--- config.mk ---
export PLATFORM = sky130hd
export DESIGN_NAME = pipeline_ctrl
export DESIGN_NICKNAME = d
export VERILOG_FILES = /design/src/rtl/pipeline_ctrl_pkg.sv /design/src/rtl/pipeline_ctrl_sat_counter.sv /design/src/rtl/pipeline_ctrl.sv
export SDC_FILE = /design/constraint.sdc
export NUM_CORES = 1
export LEC_CHECK = 0
export BUFFER_PORTS_ARGS = -buffer_cell sky130_fd_sc_hd__buf_2
export CAP_MARGIN = 5
export CORE_AREA = 2 2 98 100
export DETAILED_ROUTE_END_ITERATION = 10
export DIE_AREA = 0 0 100 102
export GPL_TIMING_DRIVEN = 1
export PLACE_DENSITY_LB_ADDON = 0.08
export SYNTH_ARGS = -nofsm -noshare
export SYNTH_HDL_FRONTEND = slang
export SYNTH_SLANG_ARGS = --single-unit
--- constraint.sdc ---
create_clock -name clk -period 3.4 [get_ports clk]
set_clock_uncertainty 0.05 [all_clocks]
set_input_delay 0.34 -clock clk [delete_from_list [all_inputs] [get_ports clk]]
set_output_delay 0.34 -clock clk [all_outputs]
set_load 0.03 [all_outputs]
--- src/rtl/pipeline_ctrl_pkg.sv ---
// Shared types and widths for the pipeline hazard controller.
//   ctrl_state_e   : controller FSM state (running / waiting on data memory)
//   REG_ADDR_WIDTH : architectural register index width
//   CNT_WIDTH      : width of the performance counters
package pipeline_ctrl_pkg;
  localparam int REG_ADDR_WIDTH = 5;
  localparam int CNT_WIDTH      = 32;

  typedef enum logic {
    S_RUN      = 1'b0,
    S_MEM_WAIT = 1'b1
  } ctrl_state_e;
endpackage

--- src/rtl/pipeline_ctrl_sat_counter.sv ---
// Saturating up-counter used for the controller's performance counters.
//   clk, rst_n : clock, asynchronous active-low reset (clears count)
//   inc_i      : count this cycle
//   cnt_o      : current count, holds at all-ones
module sat_counter #(
  parameter int WIDTH = 32
) (
  input  logic             clk,
  input  logic             rst_n,
  input  logic             inc_i,
  output logic [WIDTH-1:0] cnt_o
);
  logic [WIDTH-1:0] cnt_q, cnt_d;

  always_comb begin
    cnt_d = cnt_q;
    if (inc_i && (cnt_q != {WIDTH{1'b1}})) cnt_d = cnt_q + 1'b1;
  end

  always_ff @(posedge clk or negedge rst_n) begin
    if (!rst_n) cnt_q <= '0;
    else        cnt_q <= cnt_d;
  end

  assign cnt_o = cnt_q;
endmodule

--- src/rtl/pipeline_ctrl.sv ---
// Hazard controller for a 5-stage in-order pipeline. Produces pipeline
// register load enables and bubble (flush) controls combinationally from the
// current FSM state and stage inputs, with priority
// memory wait > redirect > load-use > normal.
//   clk, rst_n          : clock, asynchronous active-low reset
//   ID_*                : source registers / usage of the instruction in ID
//   EX_*                : load flag, destination, taken-branch of EX instr
//   MEM_Mem*, dmem_ready_i : data memory access and its completion
//   *_en_o / *_flush_o  : pipeline register enables / bubble inserts
//   mem_timeout_o       : sticky flag, memory wait exceeded MEM_TIMEOUT
//   stall_cnt_o         : cycles with PC_en_o=0
//   flush_cnt_o         : cycles with IF_ID_flush_o=1 (redirects)
module pipeline_ctrl
  import pipeline_ctrl_pkg::*;
#(
  parameter int MEM_TIMEOUT = 255
) (
  input  logic                      clk,
  input  logic                      rst_n,
  input  logic [REG_ADDR_WIDTH-1:0] ID_rs1_addr_i,
  input  logic [REG_ADDR_WIDTH-1:0] ID_rs2_addr_i,
  input  logic                      ID_use_rs1_i,
  input  logic                      ID_use_rs2_i,
  input  logic                      EX_MemRead_i,
  input  logic [REG_ADDR_WIDTH-1:0] EX_rd_addr_i,
  input  logic                      EX_branch_taken_i,
  input  logic                      MEM_MemRead_i,
  input  logic                      MEM_MemWrite_i,
  input  logic                      dmem_ready_i,
  output logic                      PC_en_o,
  output logic                      IF_ID_en_o,
  output logic                      ID_EX_en_o,
  output logic                      EX_MEM_en_o,
  output logic                      MEM_WB_en_o,
  output logic                      IF_ID_flush_o,
  output logic                      ID_EX_flush_o,
  output logic                      MEM_WB_flush_o,
  output logic                      mem_timeout_o,
  output logic [CNT_WIDTH-1:0]      stall_cnt_o,
  output logic [CNT_WIDTH-1:0]      flush_cnt_o
);
  // Wide enough to hold MEM_TIMEOUT (and non-zero width when it is 0).
  localparam int              WAIT_W  = $clog2(MEM_TIMEOUT + 2);
  localparam logic [WAIT_W-1:0] TO_VAL = WAIT_W'(MEM_TIMEOUT);

  ctrl_state_e       state_q, state_d;
  logic [WAIT_W-1:0] wait_cnt_q, wait_cnt_d;
  logic              timeout_q, timeout_d;

  logic mem_busy, load_use, frozen;

  assign mem_busy = (MEM_MemRead_i | MEM_MemWrite_i) & ~dmem_ready_i;

  assign load_use = EX_MemRead_i && (EX_rd_addr_i != '0) &&
                    ((ID_use_rs1_i && (ID_rs1_addr_i == EX_rd_addr_i)) ||
                     (ID_use_rs2_i && (ID_rs2_addr_i == EX_rd_addr_i)));

  // Once waiting, only dmem_ready_i releases the freeze; the access inputs
  // are not re-sampled. A redirect or load-use held in EX/ID during the
  // freeze is simply re-evaluated on the release cycle.
  assign frozen = (state_q == S_MEM_WAIT) ? ~dmem_ready_i : mem_busy;

  always_comb begin
    PC_en_o        = 1'b1;
    IF_ID_en_o     = 1'b1;
    ID_EX_en_o     = 1'b1;
    EX_MEM_en_o    = 1'b1;
    MEM_WB_en_o    = 1'b1;
    IF_ID_flush_o  = 1'b0;
    ID_EX_flush_o  = 1'b0;
    MEM_WB_flush_o = 1'b0;
    if (!rst_n) begin
      PC_en_o     = 1'b0;
      IF_ID_en_o  = 1'b0;
      ID_EX_en_o  = 1'b0;
      EX_MEM_en_o = 1'b0;
      MEM_WB_en_o = 1'b0;
    end else if (frozen) begin
      // Everything up to MEM holds; WB gets a bubble so the stalled MEM
      // instruction is not retired twice.
      PC_en_o        = 1'b0;
      IF_ID_en_o     = 1'b0;
      ID_EX_en_o     = 1'b0;
      EX_MEM_en_o    = 1'b0;
      MEM_WB_flush_o = 1'b1;
    end else if (EX_branch_taken_i) begin
      IF_ID_flush_o = 1'b1;
      ID_EX_flush_o = 1'b1;
    end else if (load_use) begin
      PC_en_o       = 1'b0;
      IF_ID_en_o    = 1'b0;
      ID_EX_flush_o = 1'b1;
    end
  end

  always_comb begin
    state_d    = frozen ? S_MEM_WAIT : S_RUN;
    wait_cnt_d = '0;
    if (state_q == S_MEM_WAIT)
      wait_cnt_d = (wait_cnt_q == TO_VAL) ? wait_cnt_q : wait_cnt_q + 1'b1;
    timeout_d = timeout_q | ((state_q == S_MEM_WAIT) && (wait_cnt_d >= TO_VAL));
  end

  always_ff @(posedge clk or negedge rst_n) begin
    if (!rst_n) begin
      state_q    <= S_RUN;
      wait_cnt_q <= '0;
      timeout_q  <= 1'b0;
    end else begin
      state_q    <= state_d;
      wait_cnt_q <= wait_cnt_d;
      timeout_q  <= timeout_d;
    end
  end

  assign mem_timeout_o = timeout_q;

  sat_counter #(.WIDTH(CNT_WIDTH)) u_stall_cnt (
    .clk   (clk),
    .rst_n (rst_n),
    .inc_i (rst_n & ~PC_en_o),
    .cnt_o (stall_cnt_o)
  );

  sat_counter #(.WIDTH(CNT_WIDTH)) u_flush_cnt (
    .clk   (clk),
    .rst_n (rst_n),
    .inc_i (rst_n & IF_ID_flush_o),
    .cnt_o (flush_cnt_o)
  );
endmodule

==> run metrics <==
Final ANT Viol Nets=0; Initial Util=41.5%; Post-Syn Nets=382; n_diodes=0; post-synth top area share=49.6%; synthesized instance count=355; cell taking the most area after synthesis=dfrtp_1; DRT Pass-1 Iters=4; Die W=100 µm; number of global-route vias before repair=2902; VDD IR max=365 µV; setup slack at placement=1000 ps; Final #Nets=485; TritonCTS Buffers=9; flops & latches, synth=75; Data required, critical path=3010 ps; minimum clock period=2460 ps; syn_area_per_cell=10.7 µm²; antenna violations before repair=0; Worst R2R Path Depth=6; HPWL after DPL=6020 µm; wire length per cell=14.5 µm; GPL Wtd Cong=0.781; Netlist cell types=46; largest cells by area after synthesis=dfrtp_1 50%, xnor2_1 13%, nand3_1 4.1%; DRC Markers=0; synthesized cell area=3780 µm²; DRT Wirelength=8320 µm; Hold Fails Final Rpt=0; count leader, synth=dfrtp_1; max frequency=406 MHz; CP startpoint kind=flop; synth-to-layout area growth=20.1%; Crit path arrival time=2070 ps; # Post-CTS Setup Buffers=0; Max-Cap Viols=0; leakage power=2.32 nW; Skew-Pair Late Insertion Delay=350 ps; Non-Filler Instances=573; RSZ-0062 raised after global routing=false; Synth top cells by count=75 x dfrtp_1, 57 x xnor2_1, 31 x nand3_1, 30 x nand2_1, 22 x nand4_1; hold depth=2; CTS max path bufs=2; Fillers=894; global-route wire length before repair=14200 µm; Crit Path Category=flop to primary output; measured slew at the worst slew-check pin=612 ps; fin. max-slew vios=0; placed cell count=557; Cell Pwr Density=444 nW/µm²; Area after DPL=4370 µm²; Tcrit/Tclk final=72.4%; IO Pins=97; layout cell share with drive strength beyond 1=27.1%; Overflow after GRT=0; All-Layer GR Usage=17.5%; Post-synth top flop=dfrtp_1; Max FO, Critical Path=11; CP Cell Sequence=nor3_1 > nor2_1 > nor2b_1 > a21boi_0 > buf_2; Seq/Total Area, Yosys=49.6%; outcome=complete, no violations; H-tree levels=3; worst hold path class=primary input to flop; Root Driver=clkbuf_8; largest net degree at the start of global routing=50; Ys Warns=0; CTS clk-pin slew, worst paths=80 ps; Vias/cell=5.18; fraction of registers with async set/reset=100%; Setup TNS Final=0 ps; die area=10200 µm²; post-route cell area=4540 µm²; critical path's slowest cell=dfrtp_1; final setup fails=0; Post-synth EDFFs=0; Worst Setup End Kind=primary output; Sink Count=75; slowest stage delay, CP=500 ps; worst setup margin=940 ps; drt initial violations=73; CTS tree=done; row cnt=35; Die Span Y=102 µm; port bufs=96; Core ar.=9110 µm²; via count=2968; Slew HR=59.2%
==> stage by stage <==
step	util (%)	total power [mW]	hold slack, ps
global placement	47.9	1.43	122
CTS	49.9	2.04	145
finish	49.9	2.02	161
floorplan	-	1.29	-5.59
detailed placement	47.9	1.43	120
global route	49.9	2.12	164
==> flip-flops by register name, summed over array words and instances, names as in the netlist <==
signal	cells
u_stall_cnt.cnt_o	32
u_flush_cnt.cnt_o	32
wait_cnt_q	9
state_q	1
mem_timeout_o	1
==> report_power, final <==
| part | switching (mW) | internal (mW) | total (mW) | leakage, nW |
|---|---|---|---|---|
| registers | 0.0829 | 0.951 | 1.03 | 1.02 |
| clock network | 0.327 | 0.278 | 0.605 | 0.0921 |
| logic | 0.249 | 0.129 | 0.378 | 1.20 |
==> layout make-up <==
type / instances / area [µm²] / share of cell area, %
clock buffer: 10 / 138 / 3.03
clock inverter: 5 / 28.8 / 0.633
inverter: 3 / 11.3 / 0.248
multi-input combinational: 268 / 1830 / 40.2
sequential: 75 / 1880 / 41.3
tap: 111 / 139 / 3.06
timing repair buffer: 101 / 523 / 11.5
==> metal layers <==
layer / share of wire, % / vias to the layer above / GRT usage [%]
met5: 0 / - / 0
met1: 47 / 1437 / 23.4
met2: 47 / 56 / 27.6
li1: - / 1463 / -
met4: 1.9 / 0 / 8.11
met3: 3.8 / 12 / 3.42
==> critical path, delay by kind of cell (launching register included) <==
kind	cells	cell delay (ps)
and+or+nand+nor	3	710
buffers and inverters	1	240
DFF	1	500
AOI/OAI and AO/OA	1	270
==> placed cells by master (no fill, tap or decap), drive strengths merged, types with 4 or more instances in the layout <==
cell type  Yosys  layout
a21oi          6       6
and2           8       8
and3          19      19
and4           9       9
buf            6     100
clkbuf         3      10
clkinv         0       4
dfrtp         75      75
inv            3       4
nand2         31      31
nand3         31      31
nand4         23      23
nor2          16      16
nor2b          4       4
nor3           9       9
o21a           4       4
o21ai          4       4
xnor2         57      57
xor2          15      15
==> final timing paths <==
| path | from | slack, ps | to |
|---|---|---|---|
| max | state_q$_DFF_PN0_ | 940 | IF_ID_en_o |
| min | dmem_ready_i | 160 | state_q$_DFF_PN0_ |
| max reg2reg | state_q$_DFF_PN0_ | 990 | u_flush_cnt.cnt_o[26]$_DFFE_PN0P_ |
| min reg2reg | mem_timeout_o$_DFF_PN0_ | 430 | mem_timeout_o$_DFF_PN0_ |
| max in group asynchronous | rst_n | 2190 | u_flush_cnt.cnt_o[0]$_DFFE_PN0P_ |
| min in group asynchronous | rst_n | 290 | wait_cnt_q[1]$_DFF_PN0_ |
==> cells by family (layout without fill, tap and decap cells) <==
family | Yosys count | count (layout) | synth area share [%]
compound gates | 26 | 26 | 4.93
xor+xnor | 72 | 72 | 16.7
simple gates | 164 | 164 | 24.8
fa+ha+maj | 3 | 3 | 0.992
flops | 75 | 75 | 49.6
mux | 3 | 3 | 0.860
buf+inv | 12 | 119 | 2.08
==> repair_timing <==
item,in CTS,in global routing
hold buffers,1,0
resized for setup,0,0
setup endpoints to repair,0,0
endpoints found under the hold margin,3,0
Power figures use the tool's default switching activity.
